**src/rtl/cover_toggle_collector.sv**
```systemverilog
// Toggle-coverage collector: keeps a sticky bitmap of cover points hit by
// incoming hit beats, counts distinct covered points, and streams the bitmap
// out as 32-bit words on a valid/ready interface, optionally clearing it.
module cover_toggle_collector #(
    parameter int NUM_POINTS = 64,
    parameter int HIT_W      = 4,
    parameter int IDX_W      = 16
) (
    input  logic                            clock,
    input  logic                            reset,
    input  logic                            hit_valid,
    input  logic [IDX_W-1:0]                hit_base,
    input  logic [HIT_W-1:0]                hit_bits,
    input  logic                            dump_req,
    input  logic                            dump_clear,
    output logic                            dump_valid,
    input  logic                            dump_ready,
    output logic [31:0]                     dump_data,
    output logic                            dump_last,
    output logic                            busy,
    output logic [$clog2(NUM_POINTS+1)-1:0] covered_count,
    output logic                            new_cover
);

    localparam int COUNT_W   = $clog2(NUM_POINTS + 1);
    localparam int NUM_WORDS = (NUM_POINTS + 31) / 32;
    localparam int WORD_W    = (NUM_WORDS > 1) ? $clog2(NUM_WORDS) : 1;

    typedef enum logic [0:0] {
        IDLE = 1'b0,
        DUMP = 1'b1
    } state_t;

    state_t                   state_r;
    state_t                   state_next_s;
    logic [NUM_POINTS-1:0]    bitmap_r;
    logic [COUNT_W-1:0]       count_r;
    logic                     new_cover_r;
    logic [WORD_W-1:0]        word_idx_r;
    logic                     clear_r;

    logic [NUM_POINTS-1:0]    hit_mask_s;
    logic [NUM_POINTS-1:0]    new_bits_s;
    logic [NUM_WORDS*32-1:0]  padded_s;
    logic                     handshake_s;
    logic                     last_word_s;
    logic                     final_hs_s;

    // Population count of a point vector; used for both increments and reloads.
    function automatic logic [COUNT_W-1:0] popcount(input logic [NUM_POINTS-1:0] v);
        logic [COUNT_W-1:0] cnt;
        cnt = {COUNT_W{1'b0}};
        for (int k = 0; k < NUM_POINTS; k++) begin
            cnt = cnt + COUNT_W'(v[k]);
        end
        return cnt;
    endfunction

    // Decode the hit beat into a point mask; out-of-range indices simply never match.
    always_comb begin
        logic [31:0] base_ext;
        hit_mask_s = {NUM_POINTS{1'b0}};
        base_ext   = 32'(hit_base);
        if (hit_valid) begin
            for (int j = 0; j < NUM_POINTS; j++) begin
                for (int i = 0; i < HIT_W; i++) begin
                    if (hit_bits[i] && ((base_ext + 32'(i)) == 32'(j))) begin
                        hit_mask_s[j] = 1'b1;
                    end else begin
                        hit_mask_s[j] = hit_mask_s[j];
                    end
                end
            end
        end else begin
            hit_mask_s = {NUM_POINTS{1'b0}};
        end
    end

    assign new_bits_s  = hit_mask_s & ~bitmap_r;
    assign handshake_s = (state_r == DUMP) && dump_ready;
    assign last_word_s = (word_idx_r == WORD_W'(NUM_WORDS - 1));
    assign final_hs_s  = handshake_s && last_word_s;

    // State register for the dump sequencer.
    always_ff @(posedge clock or posedge reset) begin
        if (reset) begin
            state_r <= IDLE;
        end else begin
            state_r <= state_next_s;
        end
    end

    // Next-state logic: start on a request in IDLE, finish on the last accepted word.
    always_comb begin
        state_next_s = state_r;
        case (state_r)
            IDLE: begin
                if (dump_req) begin
                    state_next_s = DUMP;
                end else begin
                    state_next_s = IDLE;
                end
            end
            DUMP: begin
                if (final_hs_s) begin
                    state_next_s = IDLE;
                end else begin
                    state_next_s = DUMP;
                end
            end
            default: state_next_s = IDLE;
        endcase
    end

    // Word pointer and latched clear flag for the dump in progress.
    always_ff @(posedge clock or posedge reset) begin
        if (reset) begin
            word_idx_r <= {WORD_W{1'b0}};
            clear_r    <= 1'b0;
        end else if (state_r == IDLE) begin
            word_idx_r <= {WORD_W{1'b0}};
            if (dump_req) begin
                clear_r <= dump_clear;
            end else begin
                clear_r <= clear_r;
            end
        end else if (handshake_s) begin
            if (last_word_s) begin
                word_idx_r <= {WORD_W{1'b0}};
            end else begin
                word_idx_r <= word_idx_r + WORD_W'(1);
            end
        end else begin
            word_idx_r <= word_idx_r;
        end
    end

    // Sticky bitmap and covered count; a clearing dump restarts them from this cycle's hits.
    always_ff @(posedge clock or posedge reset) begin
        if (reset) begin
            bitmap_r    <= {NUM_POINTS{1'b0}};
            count_r     <= {COUNT_W{1'b0}};
            new_cover_r <= 1'b0;
        end else if (final_hs_s && clear_r) begin
            bitmap_r    <= hit_mask_s;
            count_r     <= popcount(hit_mask_s);
            new_cover_r <= |new_bits_s;
        end else begin
            bitmap_r    <= bitmap_r | hit_mask_s;
            count_r     <= count_r + popcount(new_bits_s);
            new_cover_r <= |new_bits_s;
        end
    end

    // Zero-pad the bitmap to a whole number of 32-bit words.
    always_comb begin
        padded_s                 = {(NUM_WORDS*32){1'b0}};
        padded_s[NUM_POINTS-1:0] = bitmap_r;
    end

    // Dump outputs: live bitmap word while dumping, all quiet in IDLE.
    always_comb begin
        if (state_r == DUMP) begin
            dump_data = padded_s[32*int'(word_idx_r) +: 32];
            dump_last = last_word_s;
        end else begin
            dump_data = 32'd0;
            dump_last = 1'b0;
        end
    end

    assign dump_valid    = (state_r == DUMP);
    assign busy          = (state_r == DUMP);
    assign covered_count = count_r;
    assign new_cover     = new_cover_r;

endmodule

```
**config.mk**
```make
export PLATFORM = sky130hd
export DESIGN_NAME = cover_toggle_collector
export DESIGN_NICKNAME = d
export VERILOG_FILES = /design/src/rtl/cover_toggle_collector.sv
export SDC_FILE = /design/constraint.sdc
export NUM_CORES = 1
export LEC_CHECK = 0
export ABC_AREA = 1
export BUFFER_PORTS_ARGS = -buffer_cell sky130_fd_sc_hd__buf_2
export CAP_MARGIN = 20
export CORE_MARGIN = 2
export CORE_UTILIZATION = 56
export CTS_CLUSTER_DIAMETER = 60
export DETAILED_ROUTE_END_ITERATION = 10
export PLACE_DENSITY = 0.74
export SKIP_LAST_GASP = 1
export SYNTH_ARGS = -nofsm -noshare
export SYNTH_HDL_FRONTEND = slang
export SYNTH_SLANG_ARGS = --single-unit
export TNS_END_PERCENT = 30
```
**constraint.sdc**
```tcl
create_clock -name clock -period 8.45 [get_ports clock]
set_input_delay 1.2675 -clock clock [delete_from_list [all_inputs] [get_ports clock]]
set_output_delay 1.2675 -clock clock [all_outputs]
set_load 0.005 [all_outputs]
```
# --- Word-level counts from Yosys, hierarchy flattened ---
# Index checks and enable logic that the tools add are counted.
totals:
  in_bits: 26
  ff_bits: 75
  elab_cells: 927
  output_inout_bits: 43
op_classes:
  n_bitwise: 4
  eq_ne: 253
  shift: 1
  n_addsub: 131
  muxes: 267
  reduce_logical: 265
ops:
  columns: ["operator", "n"]
  rows:
  - ["$eq 32x6->1 const B", 93]
  - ["$eq 32x5->1 const B", 48]
  - ["$add 7x1->7", 114]
  - ["$eq 32x4->1 const B", 24]
  - ["$eq 16x6->1 const B", 32]
  - ["$eq 32x3->1 const B", 12]
  - ["$mux 1", 262]
  - ["$logic_and 1x1->1", 259]
  - ["$eq 16x5->1 const B", 16]
  - ["$eq 32x2->1 const B", 6]
  - ["$eq 16x4->1 const B", 8]
  - ["$logic_not 32->1", 4]
  - ["$mux 64", 2]
  - ["$eq 32x1->1 const B", 3]
  - ["$and 64x64->64", 1]
  - ["$eq 16x3->1 const B", 4]
  - ["$not 64->64", 1]
  - ["$or 64x64->64", 1]
  - ["$reduce_or 64->1", 1]
  - ["$shiftx 64x7->32", 1]
  - ["$eq 17x6->1 const B", 3]
  - ["$add 16x2->17 const B", 2]
  - ["$eq 16x2->1 const B", 2]
  - ["$mux 32", 1]
  - ["15 further kinds", 21]

# --- Depth between registers and ports, before layout ---
depth:
  word_depth: 73
  depth_mapped: 41
  depth_no_buf: 39

# --- Worst setup path after synthesis ---
# OpenSTA, ideal clock, no wires.
synth_path:
  path_type: "input port to flip-flop"
  startpoint: "in hit_base[1]"
  endpoint: "reg count_r[6] (netlist: covered_count[6])"
  setup_time_ns: 0.083
  arrival_time_ns: 8.518
  path_stages: 38
  path_buffers: 2
  slack_ns: -0.151
  path_cell_list: "buf_2 inv_2 ha_1 nand2_1 nand2_1 nand2_1 nor2_1 nand2_1 nand2_1 nor2_1 nand2_2 nor2_8 buf_6 nand3_1 nand3_1 nand3_1 fa_1 fa_1 [... 2 more ...] inv_1 fa_1 fa_1 fa_1 fa_1 inv_1 fa_1 inv_1 fa_1 inv_1 fa_1 a21oi_1 o21bai_1 nand2_1 nand2_1 a21oi_1 xor2_1 o21ai_0"
synth_via:
  elab_chain_cells: 73
  elab_cells_between_ends: 901
  classes_between: "add/sub: 130; eq/ne: 252; mux: 258; bitwise: 1; reduce/logical: 260"
synth_lines:
  columns: ["element", "line_no", "source"]
  rows:
  - ["start: declaration", "12", "input logic [IDX_W-1:0] hit_base,"]
  - ["$add 16x1->17, or another cell as far along", "67", "if (hit_bits[i] && ((base_ext + 32'(i)) == 32'(j))) begin"]
  - ["$eq 32x1->1, or another cell as far along", "67", null]
  - ["$logic_and 1x1->1 or $mux 1 (tied branches)", "67", null]
  - ["$mux 1 (3 in series)", "67", null]
  - ["$mux 64 (*)", "64", "if (hit_valid) begin"]
  - ["$and 64x64->64", "79", "assign new_bits_s = hit_mask_s & ~bitmap_r;"]
  - ["$add 1x1->2", "54", "cnt = cnt + COUNT_W'(v[k]);"]
  - ["$add 2x1->3", "54", null]
  - ["$add 3x1->4", "54", null]
  - ["$add 4x1->5", "54", null]
  - ["$add 5x1->6", "54", null]
  - ["$add 6x1->7", "54", null]
  - ["$add 7x1->7 (57 in series)", "54", null]
  - ["$add 7x7->7", "150", "count_r <= count_r + popcount(new_bits_s);"]
  - ["$mux 7 (*)", "144", "end else if (final_hs_s && clear_r) begin"]
  - ["end signal: assignment", "142", "count_r <= {COUNT_W{1'b0}};"]
  - ["end signal: assignment", "146", "count_r <= popcount(hit_mask_s);"]
  - ["end signal: assignment", "150", null]
  - ["end: declaration", "37", "logic [COUNT_W-1:0] count_r;"]
# Every way passes the cells marked *; elsewhere a longest branch is shown, timed or not.
# A chain may end at the register's enable or synchronous reset.

# --- Final worst setup path ---
layout_path:
  startpoint: "in hit_base[2]"
  endpoint: "reg count_r[5] (netlist: covered_count[5])"
# Same word-level chain as after synthesis.

==> impl_results.md <==
* GR Util All Layers at 0.506
* Post-CTS clock slew at the launch and capture registers of the worst setup and hold paths at 70 ps
* Critical path startpoint category: input port
* Setup TNS at -1930 ps
* Slew @ Worst Pin at 887 ps
* Synthesis-to-finish area growth at 39.5%
* RSZ-0062 raised after global routing: true
* Initial antenna violation count at 0
* Adder-Cell Fraction of Synth Area at 0.224
* Deepest clock path buffer count at 2
* Period Utilization, post-route at 1.05
* Most used flip-flop cell after synthesis: dfrtp_1
* Leakage power summed over all cells at 9.16 nW
* Post-synthesis share of cell area spent on xor and xnor gates at 0.00656
* Mux cell area share after synthesis at 0.000937
* Hold path depth at 1
* Final count of pins violating max slew at 0
* Maximum ir drop on the vdd rail at 119 uV
* Min Clock Period, post-route at 8890 ps
* CTS tree: yes
* Root Buffer: clkbuf_16
* Wire length of the first global-routing pass at 84800 um
* Violated checks: negative setup slack
* Floorplan die area at 0.0227 mm2
* Total number of vias at 15800
* Synth async-reset ratio at 1.00
* Instance count on the critical path at 40
* Run status: finished, violations left
* Syn avg cell area at 6.30 um2
* DRC marker count from the first detailed-route iteration at 2662
* Maximum number of pins on one net before global-route repair at 76
* Most common cell in the netlist: nand2_1
* Worst skew pair latency at 360 ps
* TritonCTS Sinks at 75
* Share of post-route cells with drive strength above 1 at 0.281
* Number of buffers inserted during clock tree synthesis at 9
* Arrival @ worst endpoint at 9190 ps
* Number of maximum-capacitance constraint violations at 0
* GR Overflow Total at 0
* Top cells by area in the synthesized netlist: fa_1 18%, dfrtp_1 16%, nand2_1 14%, inv_1 11%, nand3_1 11%
* Compound-Gate Fraction of Synth Area at 0.0576
* Syn Inst Count at 1910
* Via density per instance at 6.06
* Final wirelength at 57500 um
* Chip width at 151 um
* Post-synthesis register bit count at 75
* Number of rows in the core area at 53
* Worst path required time at 8750 ps
* Register area share after synthesis at 0.156
* Master of the slowest instance on the critical path: fa_1
* Tightest Hold Check Type: flop to flop
* Final ANT Viol Nets at 0
* Cell type with the highest occurrence count on the critical path: fa_1
* Cell taking the most area after synthesis: fa_1
* Number of synthesized flops with an enable pin at 0
* Fin nets at 2495
* Hold violation total from the final report at 0
* Post-route total power at 1.75 mW
* Number of cells on the worst reg-to-reg path at 26
* Smallest setup slack after layout at -444 ps
* Kind of capture point of the worst setup path: flop
* Die span in y at 151 um
* Placed Cells at 2488
* Post-synth design cell area at 0.0120 mm2
* Clock H-tree levels at 3
* I/O Buffers at 68
* Power density over the cells at 104 mW/mm2
* Half-perimeter wire length after detailed placement at 41800 um
* Maximum net fanout on the critical path at 10
* Fraction of synthesized cell area taken by the top area cell type at 0.183
* Largest stage delay on the critical path at 570 ps
* Post-Synth Simple-Gate Area at 0.401
* Largest family of logic cells by synthesized area: simple AND/OR/NAND/NOR gates
* Number of warnings printed during yosys synthesis at 0
* Final worst clock skew at 11.7 ps
* Slew HR at 0.408
* Placeable core region at 0.0210 mm2
* Highest attainable clock frequency at 112 MHz
* CP Buf/Inv Count at 11
* I/O pin count at 69
* Type of the worst setup path: input port to flop
* Cell type group with the largest total delay on the critical path: adder cells
* Pre-CTS setup slack at -1010 ps
* Final instance count without filler cells at 2600
* Cell variety after synth at 38
* Effective utilization at floorplan at 0.572
* Antenna Diode Count at 0
* Most frequent cells after synthesis: 434 x nand2_1, 368 x inv_1, 275 x nor2_1
* Gp weighted congestion at 1.09
* # DRC at 0
* WL per Instance at 22.1 um
* Syn nets at 2085
* Finish-stage setup viols at 6
* Vias in the first global route at 15000
* Number of detailed-routing iterations run before antenna repair at 8
metal layers:
layer | global-route usage | wire length [um] | up-vias
li1 | - | - | 6768
met1 | 0.636 | 20300 | 7223
met2 | 0.737 | 23800 | 1394
met3 | 0.196 | 9070 | 375
met4 | 0.283 | 4270 | 4
met5 | 0.0500 | 139 | -
registers in the layout (all words and copies together) (netlist names):
register / cells
bitmap_r: 64
busy: 1
clear_r: 1
covered_count: 7
last_word_s: 1
new_cover: 1
final timing paths:
kind / startpoint / endpoint / slack [ps]
setup / recovery: hit_base[2] / covered_count[5] / -440
hold / removal: clear_r / clear_r / 520
setup reg to reg: bitmap_r[52] / covered_count[6] / 1950
hold reg to reg: clear_r / clear_r / 520
max in group asynchronous: reset / bitmap_r[11] / 6980
min in group asynchronous: reset / bitmap_r[5] / 860
cells by family (layout without fill, tap and decap cells):
group / after synthesis / count (layout)
buffers and inverters: 457 / 872
AOI/OAI and AO/OA: 128 / 128
DFF: 75 / 75
muxes: 1 / 1
xor gates and xnor gates: 9 / 9
and+or+nand+nor: 1091 / 1091
adders and majority gates: 149 / 149
through the flow:
stage / cell area, um2 / hold slack, ps / util
after floorplan: 12100 / 480 / -
after global placement: 14900 / 493 / 0.708
after detailed placement: 14900 / 508 / 0.708
after CTS: 16100 / 524 / 0.768
after global routing: 16800 / 569 / 0.798
final: 16800 / 525 / 0.798
power by group:
part / total, mW / internal, mW / leakage [nW] / switching [mW]
Combinational: 0.763 / 0.247 / 7.99 / 0.516
Clock: 0.452 / 0.271 / 0.164 / 0.181
Sequential: 0.536 / 0.492 / 1.01 / 0.0436
cell usage in the layout (no fill, tap or decap), drive strengths merged, types with 2 or more instances in the layout:
master    n
a21oi     9
o21ai    83
clkinv    5
nand4    69
nand2   440
xnor2     3
o22ai    32
inv     372
buf     477
bufinv    2
nor2    292
ha       39
dfrtp    75
clkbuf   15
or2       2
nand3   270
nand3b    4
nor3     10
and2      2
o32ai     2
nor4      2
o21bai    2
fa      110
xor2      6
what timing repair did:
item / CTS / global route
gates cloned: 4 / 3
setup endpoints to repair: 6 / 6
hold buffers: 0 / 0
hold endpoints to repair: 0 / 0
pin swaps: 78 / 59
setup buffers: 54 / 35
gates resized for setup: 114 / 61
final cells by class:
class	instances	area (um2)
multi-input combinational	1378	8800
fill	1548	4250
timing repair buffer	482	4000
sequential	75	1880
inverter	374	1410
tap	275	344
clock buffer	10	239
clock inverter	6	95.1
No activity file was read; power rests on OpenSTA's default activity.
